==> src/rtl/fwd_pkg.sv <==
// Shared encodings and shadow-stage record for the forwarding/stall controller.
package fwd_pkg;

    typedef enum logic [1:0] {
        SEL_RF = 2'd0,
        SEL_M  = 2'd1,
        SEL_W  = 2'd2,
        SEL_E  = 2'd3
    } fwd_sel_t;

    localparam logic [1:0] TUSE_NONE = 2'd3;

    // Control half of a shadow stage; addresses live beside it because their width is a module parameter.
    typedef struct packed {
        logic       valid;
        logic       we;
        logic [1:0] tnew;
    } stage_t;

    function automatic logic [1:0] tnew_step(input logic [1:0] t);
        return (t == 2'd0) ? 2'd0 : t - 2'd1;
    endfunction

endpackage

==> src/rtl/md_busy_counter.sv <==
// Loadable down-counter tracking how long the mult/div unit stays occupied.
module md_busy_counter #(
    parameter int MULT_LAT = 5,
    parameter int DIV_LAT  = 10
) (
    input  logic clk,
    input  logic reset,
    input  logic i_load,
    input  logic i_div,
    output logic o_busy
);
    localparam int MAX_LAT = (MULT_LAT > DIV_LAT) ? MULT_LAT : DIV_LAT;
    localparam int CW      = $clog2(MAX_LAT + 1);

    logic [CW-1:0] r_count;

    always_ff @(posedge clk or posedge reset) begin
        if (reset) begin
            r_count <= '0;
        end else if (i_load) begin
            r_count <= i_div ? CW'(DIV_LAT) : CW'(MULT_LAT);
        end else if (r_count != '0) begin
            r_count <= r_count - CW'(1);
        end
    end

    assign o_busy = (r_count != '0);

endmodule

==> src/rtl/fwd_stall_ctrl.sv <==
// Shadow E/M/W tracker that produces the D-stage stall and the D/E/M bypass selects.
// Define FWD_MD_UNIT_EN to add the mult/div busy interlock.
module fwd_stall_ctrl
    import fwd_pkg::*;
#(
    parameter int REG_AW   = 5,
    parameter int NUM_SRC  = 2,
    parameter int MULT_LAT = 5,
    parameter int DIV_LAT  = 10
) (
    input  logic                      clk,
    input  logic                      reset,
    input  logic                      d_valid,
    input  logic [NUM_SRC*REG_AW-1:0] d_src_addr,
    input  logic [NUM_SRC*2-1:0]      d_src_tuse,
    input  logic [REG_AW-1:0]         d_dst_addr,
    input  logic                      d_dst_we,
    input  logic [1:0]                d_dst_tnew,
    input  logic                      d_md_start,
    input  logic                      d_md_div,
    input  logic                      d_md_use,
    output logic                      stall,
    output logic [NUM_SRC*2-1:0]      fwd_d_sel,
    output logic [NUM_SRC*2-1:0]      fwd_e_sel,
    output logic [1:0]                fwd_m_sel,
    output logic                      md_busy
);
    localparam int RT_IDX = (NUM_SRC > 1) ? 1 : 0;

    stage_t                         r_e, r_m, r_w;
    logic [REG_AW-1:0]              r_e_dst, r_m_dst, r_w_dst, r_m_rt;
    logic [NUM_SRC-1:0][REG_AW-1:0] r_e_src;
    logic [NUM_SRC-1:0][REG_AW-1:0] w_d_src;
    logic [NUM_SRC-1:0]             w_hazard;
    logic                           w_data_stall, w_md_stall;

    function automatic logic hit(input stage_t s, input logic [REG_AW-1:0] dst,
                                 input logic [REG_AW-1:0] a);
        return s.valid && s.we && (dst == a) && (a != '0);
    endfunction

    // Nearest matching stage decides; a result not yet produced yields RF.
    function automatic fwd_sel_t pick(input logic he, input logic hm, input logic hw,
                                      input logic [1:0] te, input logic [1:0] tm,
                                      input logic [1:0] tw);
        if (he) return (te == 2'd0) ? SEL_E : SEL_RF;
        if (hm) return (tm == 2'd0) ? SEL_M : SEL_RF;
        if (hw) return (tw == 2'd0) ? SEL_W : SEL_RF;
        return SEL_RF;
    endfunction

    assign w_d_src = d_src_addr;

    generate
        for (genvar gi = 0; gi < NUM_SRC; gi++) begin : g_src
            logic [1:0] w_tuse;
            logic       w_he, w_hm, w_hw, w_em, w_ew;

            assign w_tuse = d_src_tuse[gi*2 +: 2];
            assign w_he   = hit(r_e, r_e_dst, w_d_src[gi]);
            assign w_hm   = hit(r_m, r_m_dst, w_d_src[gi]);
            assign w_hw   = hit(r_w, r_w_dst, w_d_src[gi]);
            assign w_hazard[gi] = (w_tuse != TUSE_NONE) &&
                                  ((w_he && (r_e.tnew > w_tuse)) ||
                                   (w_hm && (r_m.tnew > w_tuse)) ||
                                   (w_hw && (r_w.tnew > w_tuse)));
            assign fwd_d_sel[gi*2 +: 2] = pick(w_he, w_hm, w_hw, r_e.tnew, r_m.tnew, r_w.tnew);

            assign w_em = hit(r_m, r_m_dst, r_e_src[gi]);
            assign w_ew = hit(r_w, r_w_dst, r_e_src[gi]);
            assign fwd_e_sel[gi*2 +: 2] = pick(1'b0, w_em, w_ew, r_e.tnew, r_m.tnew, r_w.tnew);
        end
    endgenerate

    assign fwd_m_sel    = pick(1'b0, 1'b0, hit(r_w, r_w_dst, r_m_rt), r_e.tnew, r_m.tnew, r_w.tnew);
    assign w_data_stall = d_valid && (|w_hazard);
    assign stall        = w_data_stall || w_md_stall;

    always_ff @(posedge clk or posedge reset) begin
        if (reset) begin
            r_e     <= '0;
            r_m     <= '0;
            r_w     <= '0;
            r_e_dst <= '0;
            r_m_dst <= '0;
            r_w_dst <= '0;
            r_e_src <= '0;
            r_m_rt  <= '0;
        end else begin
            if (stall) begin
                r_e     <= '0;
                r_e_dst <= '0;
                r_e_src <= '0;
            end else begin
                r_e     <= '{valid: d_valid, we: d_dst_we, tnew: d_dst_tnew};
                r_e_dst <= d_dst_addr;
                r_e_src <= w_d_src;
            end
            r_m     <= '{valid: r_e.valid, we: r_e.we, tnew: tnew_step(r_e.tnew)};
            r_m_dst <= r_e_dst;
            r_m_rt  <= r_e_src[RT_IDX];
            r_w     <= '{valid: r_m.valid, we: r_m.we, tnew: tnew_step(r_m.tnew)};
            r_w_dst <= r_m_dst;
        end
    end

`ifdef FWD_MD_UNIT_EN
    logic r_e_md_start, r_e_md_div;

    // The counter loads as the starting instruction leaves E, so hi/lo readers also wait on E.
    always_ff @(posedge clk or posedge reset) begin
        if (reset) begin
            r_e_md_start <= 1'b0;
            r_e_md_div   <= 1'b0;
        end else if (stall) begin
            r_e_md_start <= 1'b0;
            r_e_md_div   <= 1'b0;
        end else begin
            r_e_md_start <= d_valid && d_md_start;
            r_e_md_div   <= d_md_div;
        end
    end

    md_busy_counter #(
        .MULT_LAT (MULT_LAT),
        .DIV_LAT  (DIV_LAT)
    ) u_md_busy (
        .clk    (clk),
        .reset  (reset),
        .i_load (r_e_md_start),
        .i_div  (r_e_md_div),
        .o_busy (md_busy)
    );

    assign w_md_stall = d_valid && d_md_use && (md_busy || r_e_md_start);
`else
    assign md_busy    = 1'b0;
    assign w_md_stall = 1'b0;
`endif

endmodule

==> config.mk <==
export PLATFORM = sky130hd
export DESIGN_NAME = fwd_stall_ctrl
export DESIGN_NICKNAME = d
export VERILOG_FILES = /design/src/rtl/fwd_pkg.sv /design/src/rtl/md_busy_counter.sv /design/src/rtl/fwd_stall_ctrl.sv
export SDC_FILE = /design/constraint.sdc
export NUM_CORES = 1
export LEC_CHECK = 0
export CAP_MARGIN = 10
export CORE_UTILIZATION = 45
export DETAILED_ROUTE_END_ITERATION = 6
export GPL_TIMING_DRIVEN = 0
export PLACE_DENSITY = 0.72
export SYNTH_ARGS = -nofsm -noshare
export SYNTH_HDL_FRONTEND = slang
export SYNTH_HIERARCHICAL = 1
export SYNTH_SLANG_ARGS = --single-unit
==> constraint.sdc <==
create_clock -name clk -period 5.3 [get_ports clk]
set_clock_uncertainty 0.15 [all_clocks]
set_input_delay 1.59 -clock clk [delete_from_list [all_inputs] [get_ports clk]]
set_output_delay 1.59 -clock clk [all_outputs]
set_load 0.005 [all_outputs]
Yosys cells after proc, flatten, opt, wreduce, memory -nomap -nowiden
Cells that the tools add are included. W data, S select, Z words.

Output and inout bits: 12. Logic and storage cells: 132. Input port bits: 28. Register bits after elaboration: 42.

Add/subtract/negate cells: 2. Muxes and demuxes: 49. Reductions and logical operators: 47. Order comparisons: 6. Equal/unequal tests: 13.

Operators by type and width (count): $eq A5 B5 Y1 (11); $mux W2 (26); $logic_and A1 B1 Y1 (34); $reduce_bool A5 Y1 (5); $mux W1 (20); $gt A2 B2 Y1 (6); $mux W10 (1); $logic_not A2 Y1 (3); $mux W5 (1); $logic_or A1 B1 Y1 (4); $mux W4 (1); $ne A2 B2 Y1 const B (2); $sub A2 B1 Y2 const B (2); $reduce_or A2 Y1 (1).

Logic depth before layout (Yosys ltp)
Gate-level depths: netlist (run 1).

Word-level depth: 10. Gate-level depth with buffers: 8. Mapped depth without buffers: 7.

Least setup slack after synthesis (run 1)
OpenSTA, ideal clock, no wires.

Kind: input -> output. Start: input d_src_addr[7]. End: output stall. Buffers on the path: 2. Data required time: 3.560 ns. Arrival: 3.085 ns. Cell stages on the path: 7. Slack: 0.475 ns. Cell sequence: buf_2 or4_4 nor2_4 a2111oi_1 a22o_4 buf_6 o31a_1.

Word-level cells in the longest chain between the ends: 9. Elaborated cells on any way between the ends: 18. Those cells by class: eq/ne (3); reduce/logical (15).

RTL lines: start: declaration (RTL line fwd_stall_ctrl.sv:14) `input logic [NUM_SRC*REG_AW-1:0] d_src_addr,`; $eq A5 B5 Y1 (RTL line fwd_stall_ctrl.sv:39) `return s.valid && s.we && (dst == a) && (a != '0);`; $logic_and A1 B1 Y1 (2 in a row) (RTL line fwd_stall_ctrl.sv:39); $logic_and A1 B1 Y1 (on tied branches) (RTL line fwd_stall_ctrl.sv:64, fwd_stall_ctrl.sv:65); $logic_or A1 B1 Y1 (RTL line fwd_stall_ctrl.sv:64) `((w_he && (r_e.tnew > w_tuse)) ||`; $logic_or A1 B1 Y1 * (RTL line fwd_stall_ctrl.sv:65) `(w_hm && (r_m.tnew > w_tuse)) ||`; $logic_and A1 B1 Y1 * (RTL line fwd_stall_ctrl.sv:63) `assign w_hazard[gi] = (w_tuse != TUSE_NONE) &&`; $reduce_or A2 Y1 * (RTL line fwd_stall_ctrl.sv:76) `assign w_data_stall = d_valid && (|w_hazard);`; $logic_and A1 B1 Y1 * (RTL line fwd_stall_ctrl.sv:76); end: declaration (RTL line fwd_stall_ctrl.sv:22) `output logic stall,`.

Mark *: on every way between the ends. The rest lies on a longest branch, timed or not.

Worst setup path after layout (run 1)
Same ends and word-level chain as after synthesis.

==> results.cfg, run 1 <==
[clocking]
cts_sinks = 42
htree_levels = 2
clk_pin_slew_worst_paths_ns = 0.08
tritoncts = done
clk-insertion-delay-late_ns = 0.30
cts_buffer_depth = 2
root_buffer = clkbuf_8
numCtsBuffers = 5
holdBufCountCts = 0

[placement]
gp_congestion = 0.880
dp_cells = 380
dpl.hpwl_um = 4700
place_area_um2 = 3140
placement.io_buffers = 24

[cells_and_area]
area_delta_synth_final_pct = 18.3
final_cell_count_no_fill = 390
drive_gt1_share_pct = 17.1
finalInstanceArea_um2 = 3320
num-nets-final = 354
fill_cells = 545
antenna_cells = 0

[floorplanning]
die_w_um = 80.9
start_util_pct = 47.1
core_area_um2 = 5960
design.portCount = 40
dieArea_um2 = 6550
rows = 28
die_h_um = 80.9

[synth]
syn_inst = 280
ys_ff_latch = 42
yosys.area.top_type_share_pct = 37.5
synth_ff_type = dfrtp_1
synth_edf_count = 0
yosysWarnings = 6
yosys.area.top_type = dfrtp_1
netlist-cell-type-count = 43
async_reset_ff_share_pct = 100
seq_area_frac_synth_pct = 37.5
avgSynthCellArea_um2 = 10.0
netlist_area_um2 = 2800
yosys-top-cells-area = dfrtp_1 (38%), o41ai_2 (10%), xor2_1 (8.8%)

[drt]
viasPerCell = 5.28
wire_per_inst_um = 16.0
drt_pre_antenna_iters = 4
detail-route-antenna-nets = 0
vias = 2059
drt_iter0_drc = 104
drcViolationCount = 0
drt-total-wl_um = 6260

[global_route]
grt-busiest-layer = met2
grt_util_met1_pct = 29.3
grt_max_degree = 43
grt_pass1_vias = 2091
antenna_found_initial = 0
grt_overflow_total = 0
grt_use_total_pct = 21.9
grt_pass1_wl_um = 10600
use_met3_pct = 3.37
grt_use_met2_pct = 35.7

[power]
totalPowerFinal_w = 0.000771
clockPowerShare_pct = 31.0
power_density_nw_per_um2 = 233
p_switching_w = 0.000218
comb_power_share_pct = 20.8
swShare_pct = 28.2
power.leakage_nw = 1.42
p_int_w = 0.000554
sequentialPowerShare_pct = 48.2
ir_drop_mv = 0.148

[timing]
post-route-min-period_ns = 5.25
fin_crit_sh_pct = 99.1
worstMarginPinSlew_ns = 0.854
setup_viol = 0
rsz0062_at_grt = yes
fin_setup_tns_ns = 0
max_freq_mhz = 190
relSlewSlack_pct = 43.0
maxSlewViolCount = 0
report.final.hold_viol_count = 0

[critical_path]
cp-end-kind = primary output
worst_path_max_delay_cell = or4_4
critical-path-max-stage-delay_ns = 0.54
cp_max_fo = 10
crit_chain = buf_2, or4_4, nor2_4, nor3_2, a22o_4, buf_6, o31a_1, dlygate4sd2_1
crit_family = simple AND/OR/NAND/NOR gates
crit_buf_inv = 3
crit_arrival_ns = 3.51
startpoint_type = primary input
criticalPathCategory = in2out
required_ns = 3.56

[min_path]
hold_class = reg2reg

[flow_run]
timing.max_cap.violations = 0

[outcome]
status = complete, no violations
## worst paths after layout
path | from | to | slack [ns] | cells past startpoint
setup / recovery | d_src_addr[7] | stall | 0.05 | 8
setup reg to reg | r_w_dst[3]$_DFF_PP0_ | r_e_src[0]$_DFF_PP0_ | 2.93 | 7
hold reg to reg | r_m[2]$_DFF_PP0_ | r_w[2]$_DFF_PP0_ | 0.23 | 0
min in group asynchronous | reset | r_m[2]$_DFF_PP0_ | 1.63 | 2
max in group asynchronous | reset | r_w_dst[0]$_DFF_PP0_ | 2.82 | 2
hold / removal | r_m[2]$_DFF_PP0_ | r_w[2]$_DFF_PP0_ | 0.23 | 0
## worst reg2reg max path, stage by stage (launching register included)
cell and delay (ns):
dfrtp_1 0.33, clkbuf_1 0.33, xor2_1 0.12, nor3_1 0.19, nand4_1 0.17, o2bb2ai_2 0.24
buf_1 0.56, o41ai_2 0.16
## stage by stage
| step | worst slack, ns | utilization, % | hold slack (ns) |
|---|---|---|---|
| 6_report | 0.0456 | 55.7 | 0.226 |
| 2_1_floorplan | 0.475 | - | 0.204 |
| 3_5_place_dp | -0.690 | 52.7 | 0.209 |
| 4_1_cts | 0.0127 | 55.4 | 0.227 |
| 5_1_grt | -0.0133 | 55.7 | 0.236 |
| 3_3_place_gp | -0.639 | 52.7 | 0.207 |
## logic make-up after synthesis
| kind of cell | after synthesis | synth area share (%) |
|---|---|---|
| AO/OA/AOI/OAI | 39 | 16.4 |
| XOR/XNOR | 54 | 16.9 |
| adder cells (fa/ha/maj) | 12 | 5.36 |
| buffers and inverters | 54 | 8.97 |
| flip-flops | 42 | 37.5 |
| other | 1 | 0.134 |
| AND/OR/NAND/NOR | 78 | 14.7 |
## cell usage in the layout, fill, tap and decap left out, types with 2 or more instances in the layout
cell type	Yosys	layout
nand2_1	25	25
clkbuf_8	0	8
inv_2	0	2
nand3_1	10	10
xnor2_1	26	26
buf_2	3	2
ha_1	12	12
inv_1	29	27
conb_1	1	2
dlygate4sd2_1	0	4
nor2_1	8	8
nand4_1	5	5
nor4b_1	2	2
nor2b_1	3	3
buf_6	4	6
clkdlybuf4s50_1	0	19
and2_1	4	4
buf_4	4	5
clkbuf_1	12	11
o41ai_2	18	19
nor3_1	10	9
a21oi_1	6	6
nor3_2	1	2
xor2_1	28	28
dfrtp_1	42	42
nor4_1	5	5
a221oi_1	2	2
## layer usage
metal	vias up	wire [µm]
met2	48	2930
li1	1018	-
met5	-	0
met1	983	2980
met3	10	216
met4	0	136
## cell type report
type	count	area [µm²]	area share (%)
plain buffers	24	150	4.53
clock buffers	8	110	3.32
inverters	30	113	3.39
multi-input cells	185	1550	46.6
flip-flops and latches	42	1050	31.7
well taps	75	93.8	2.83
repair buffers	26	253	7.62
## sequential cells by signal (all words and copies together), names as in the netlist
signal	cells
r_w	4
r_e_src	10
r_m_dst	5
r_e_dst	5
r_m_rt	5
r_e	4
r_m	4
r_w_dst	5
## power by group through the flow
| stage | logic, W | registers (W) | clock network [W] |
|---|---|---|---|
| finish | 0.000161 | 0.000372 | 0.000239 |
| global route | 0.000182 | 0.000375 | 0.000256 |
| CTS | 0.000161 | 0.000371 | 0.000242 |
| detailed placement | 0.000158 | 0.000378 | 0 |
| global placement | 0.000152 | 0.000377 | 0 |
| floorplan | 0.000120 | 0.000369 | 0 |
## cells in the mapped netlist, types with 2 or more instances
cell type	count
a221oi_1	2
clkbuf_1	12
nor4_1	5
nor3_1	10
nand2_1	25
and2_1	4
o41ai_2	18
xor2_1	28
nand4_1	5
buf_6	4
dfrtp_1	42
nand3_1	10
ha_1	12
xnor2_1	26
buf_4	4
nor2_1	8
buf_2	3
nor4b_1	2
nor2b_1	3
a21oi_1	6
inv_1	29
## repair_timing
item | 4_1_cts | 5_1_grt
endpoints found under the hold margin | 0 | 0
endpoints found under the setup margin | 1 | 4
resized for setup | 12 | 5
buffers inserted | 2 | 0
pin swaps | 2 | 0
Note: power is estimated with default switching activity, not from simulation.
==> run 2, diff against run 1 <==
==> constraint.sdc (replaced) <==
create_clock -name clk -period 6.68 [get_ports clk]
set_clock_uncertainty 0.15 [all_clocks]
set_input_delay 2.004 -clock clk [delete_from_list [all_inputs] [get_ports clk]]
set_output_delay 2.004 -clock clk [all_outputs]
set_load 0.005 [all_outputs]
==> results.cfg, run 2 (synthesis gave the netlist of run 1 again) <==
[clocking]
root_buffer = clkbuf_8
clk_pin_slew_worst_paths_ns = 0.08
cts_sinks = 42
cts_buffer_depth = 2
clk-insertion-delay-late_ns = 0.30
htree_levels = 2
tritoncts = done
numCtsBuffers = 5

[cells_and_area]
largest-register = r_e_src
largest_register_ff_count = 10
final_cell_count_no_fill = 398
antenna_cells = 0
num-nets-final = 362
drive_gt1_share_pct = 18.0
ff_latch_area_um2 = 1050
final_cell_mix = dfrtp_1 (42), inv_1 (28), xor2_1 (28), xnor2_1 (26), nand2_1 (25)
fill_cells = 535
multi_input_area_um2 = 1530
final_core_utilization_pct = 56.5
mostFrequentLayoutCell = dfrtp_1
area_delta_synth_final_pct = 20.1

[timing]
timing.final.ws_setup_ns = 0.103
fin_hold_ws_ns = 0.226
post-route-min-period_ns = 6.58
setup_viol = 0
report.final.hold_viol_count = 0
worstMarginPinSlew_ns = 0.854
fin_crit_sh_pct = 98.5
relSlewSlack_pct = 43.0
maxSlewViolCount = 0
max_freq_mhz = 152

[drt]
drt-total-wl_um = 6330
wire_per_inst_um = 15.9
vias = 2112
drt_pre_antenna_iters = 4
drt_iter0_drc = 98
drcViolationCount = 0
detail-route-antenna-nets = 0
viasPerCell = 5.31

[critical_path]
criticalPathCategory = in2out
startpoint_type = primary input
cp_max_fo = 6
required_ns = 4.53
crit_chain = clkdlybuf4s50_1, inv_1, ha_1, a2111o_1, o32ai_4, buf_6, o31a_1, clkdlybuf4s50_1
reg2reg_from = r_w_dst[3]$_DFF_PP0_
crit_top_cell = clkdlybuf4s50_1
startpoint = d_src_tuse[3]
reg2reg_slack_ns = 4.20
cp-end-kind = primary output
crit_arrival_ns = 4.42
critical-path-max-stage-delay_ns = 0.50
worst_path_max_delay_cell = clkdlybuf4s50_1

[global_route]
grt_util_met1_pct = 28.9
grt_overflow_total = 0
grt_use_met2_pct = 35.5
grt_pass1_wl_um = 10400
antenna_found_initial = 0
grt_pass1_vias = 2055
use_met3_pct = 3.03
grt_max_degree = 43
grt-busiest-layer = met2
grt_use_total_pct = 21.4

[placement]
pre_cts_slack_ns = -0.138
dpl.hpwl_um = 4700
dp_cells = 380
gp_congestion = 0.880
placement.io_buffers = 24

[min_path]
min_from = r_m[2]$_DFF_PP0_
hold_class = reg2reg

[floorplanning]
design.portCount = 40
core_area_um2 = 5960
dieArea_um2 = 6550
die_w_um = 80.9
die_h_um = 80.9
start_util_pct = 47.1
rows = 28

[flow_run]
timing.max_cap.violations = 0

[outcome]
status = complete, no violations

[power]
power.leakage_nw = 1.43
power_density_nw_per_um2 = 182
totalPowerFinal_w = 0.000612
ir_drop_mv = 0.124
run 2: worst paths after layout:
path / to / depth (start not counted)
worst max-delay path: stall / 8
worst min-delay path: r_w[2]$_DFF_PP0_ / 0
worst max register to register: r_e_src[0]$_DFF_PP0_ / 8
worst min register to register: r_w[2]$_DFF_PP0_ / 0
max in group asynchronous: r_m_rt[3]$_DFF_PP0_ / 2
min in group asynchronous: r_e[2]$_DFF_PP0_ / 2
run 2: critical path, delay by kind of cell:
kind / cells / cell delay [ns]
buffers and inverters: 4 / 1.24
adders and majority gates: 1 / 0.31
AOI/OAI and AO/OA: 3 / 0.88
run 2: area by class of cell:
| class | count | area share (%) |
|---|---|---|
| buffer | 24 | 4.42 |
| clock buffer | 8 | 3.27 |
| inverter | 30 | 3.35 |
| multi-input combinational | 185 | 45.6 |
| sequential | 42 | 31.2 |
| tap | 75 | 2.79 |
| timing repair buffer | 34 | 9.37 |
run 2: timing repair:
action	in CTS	in global routing
cloned	0	0
pin swaps	0	1
hold buffers	0	0
resized for setup	3	4
setup buffers	0	10
endpoints found under the setup margin	1	1
run 2: metal layers:
| metal | wire, µm | up-vias | share of wire (%) |
|---|---|---|---|
| met1 | 2970 | 1029 | 47 |
| met2 | 3060 | 44 | 48 |
| li1 | - | 1033 | - |
| met5 | 0 | - | 0 |
| met3 | 234 | 6 | 3.7 |
| met4 | 77 | 0 | 1.2 |
run 2: power breakdown:
group / total, W / switching, W / internal [W] / leakage [nW]
sequential: 0.000295 / 0.0000218 / 0.000273 / 0.472
combinational: 0.000128 / 0.0000648 / 0.0000634 / 0.905
clock: 0.000189 / 0.0000849 / 0.000104 / 0.0575
total: 0.000612 / 0.000172 / 0.000440 / 1.43
run 2: through the flow:
step / TNS (ns) / area [µm²]
global placement: -0.0873 / 3140
CTS: 0 / 3260
detailed placement: -0.138 / 3140
floorplan: 0 / 2810
finish: 0 / 3370
global route: -0.00169 / 3370
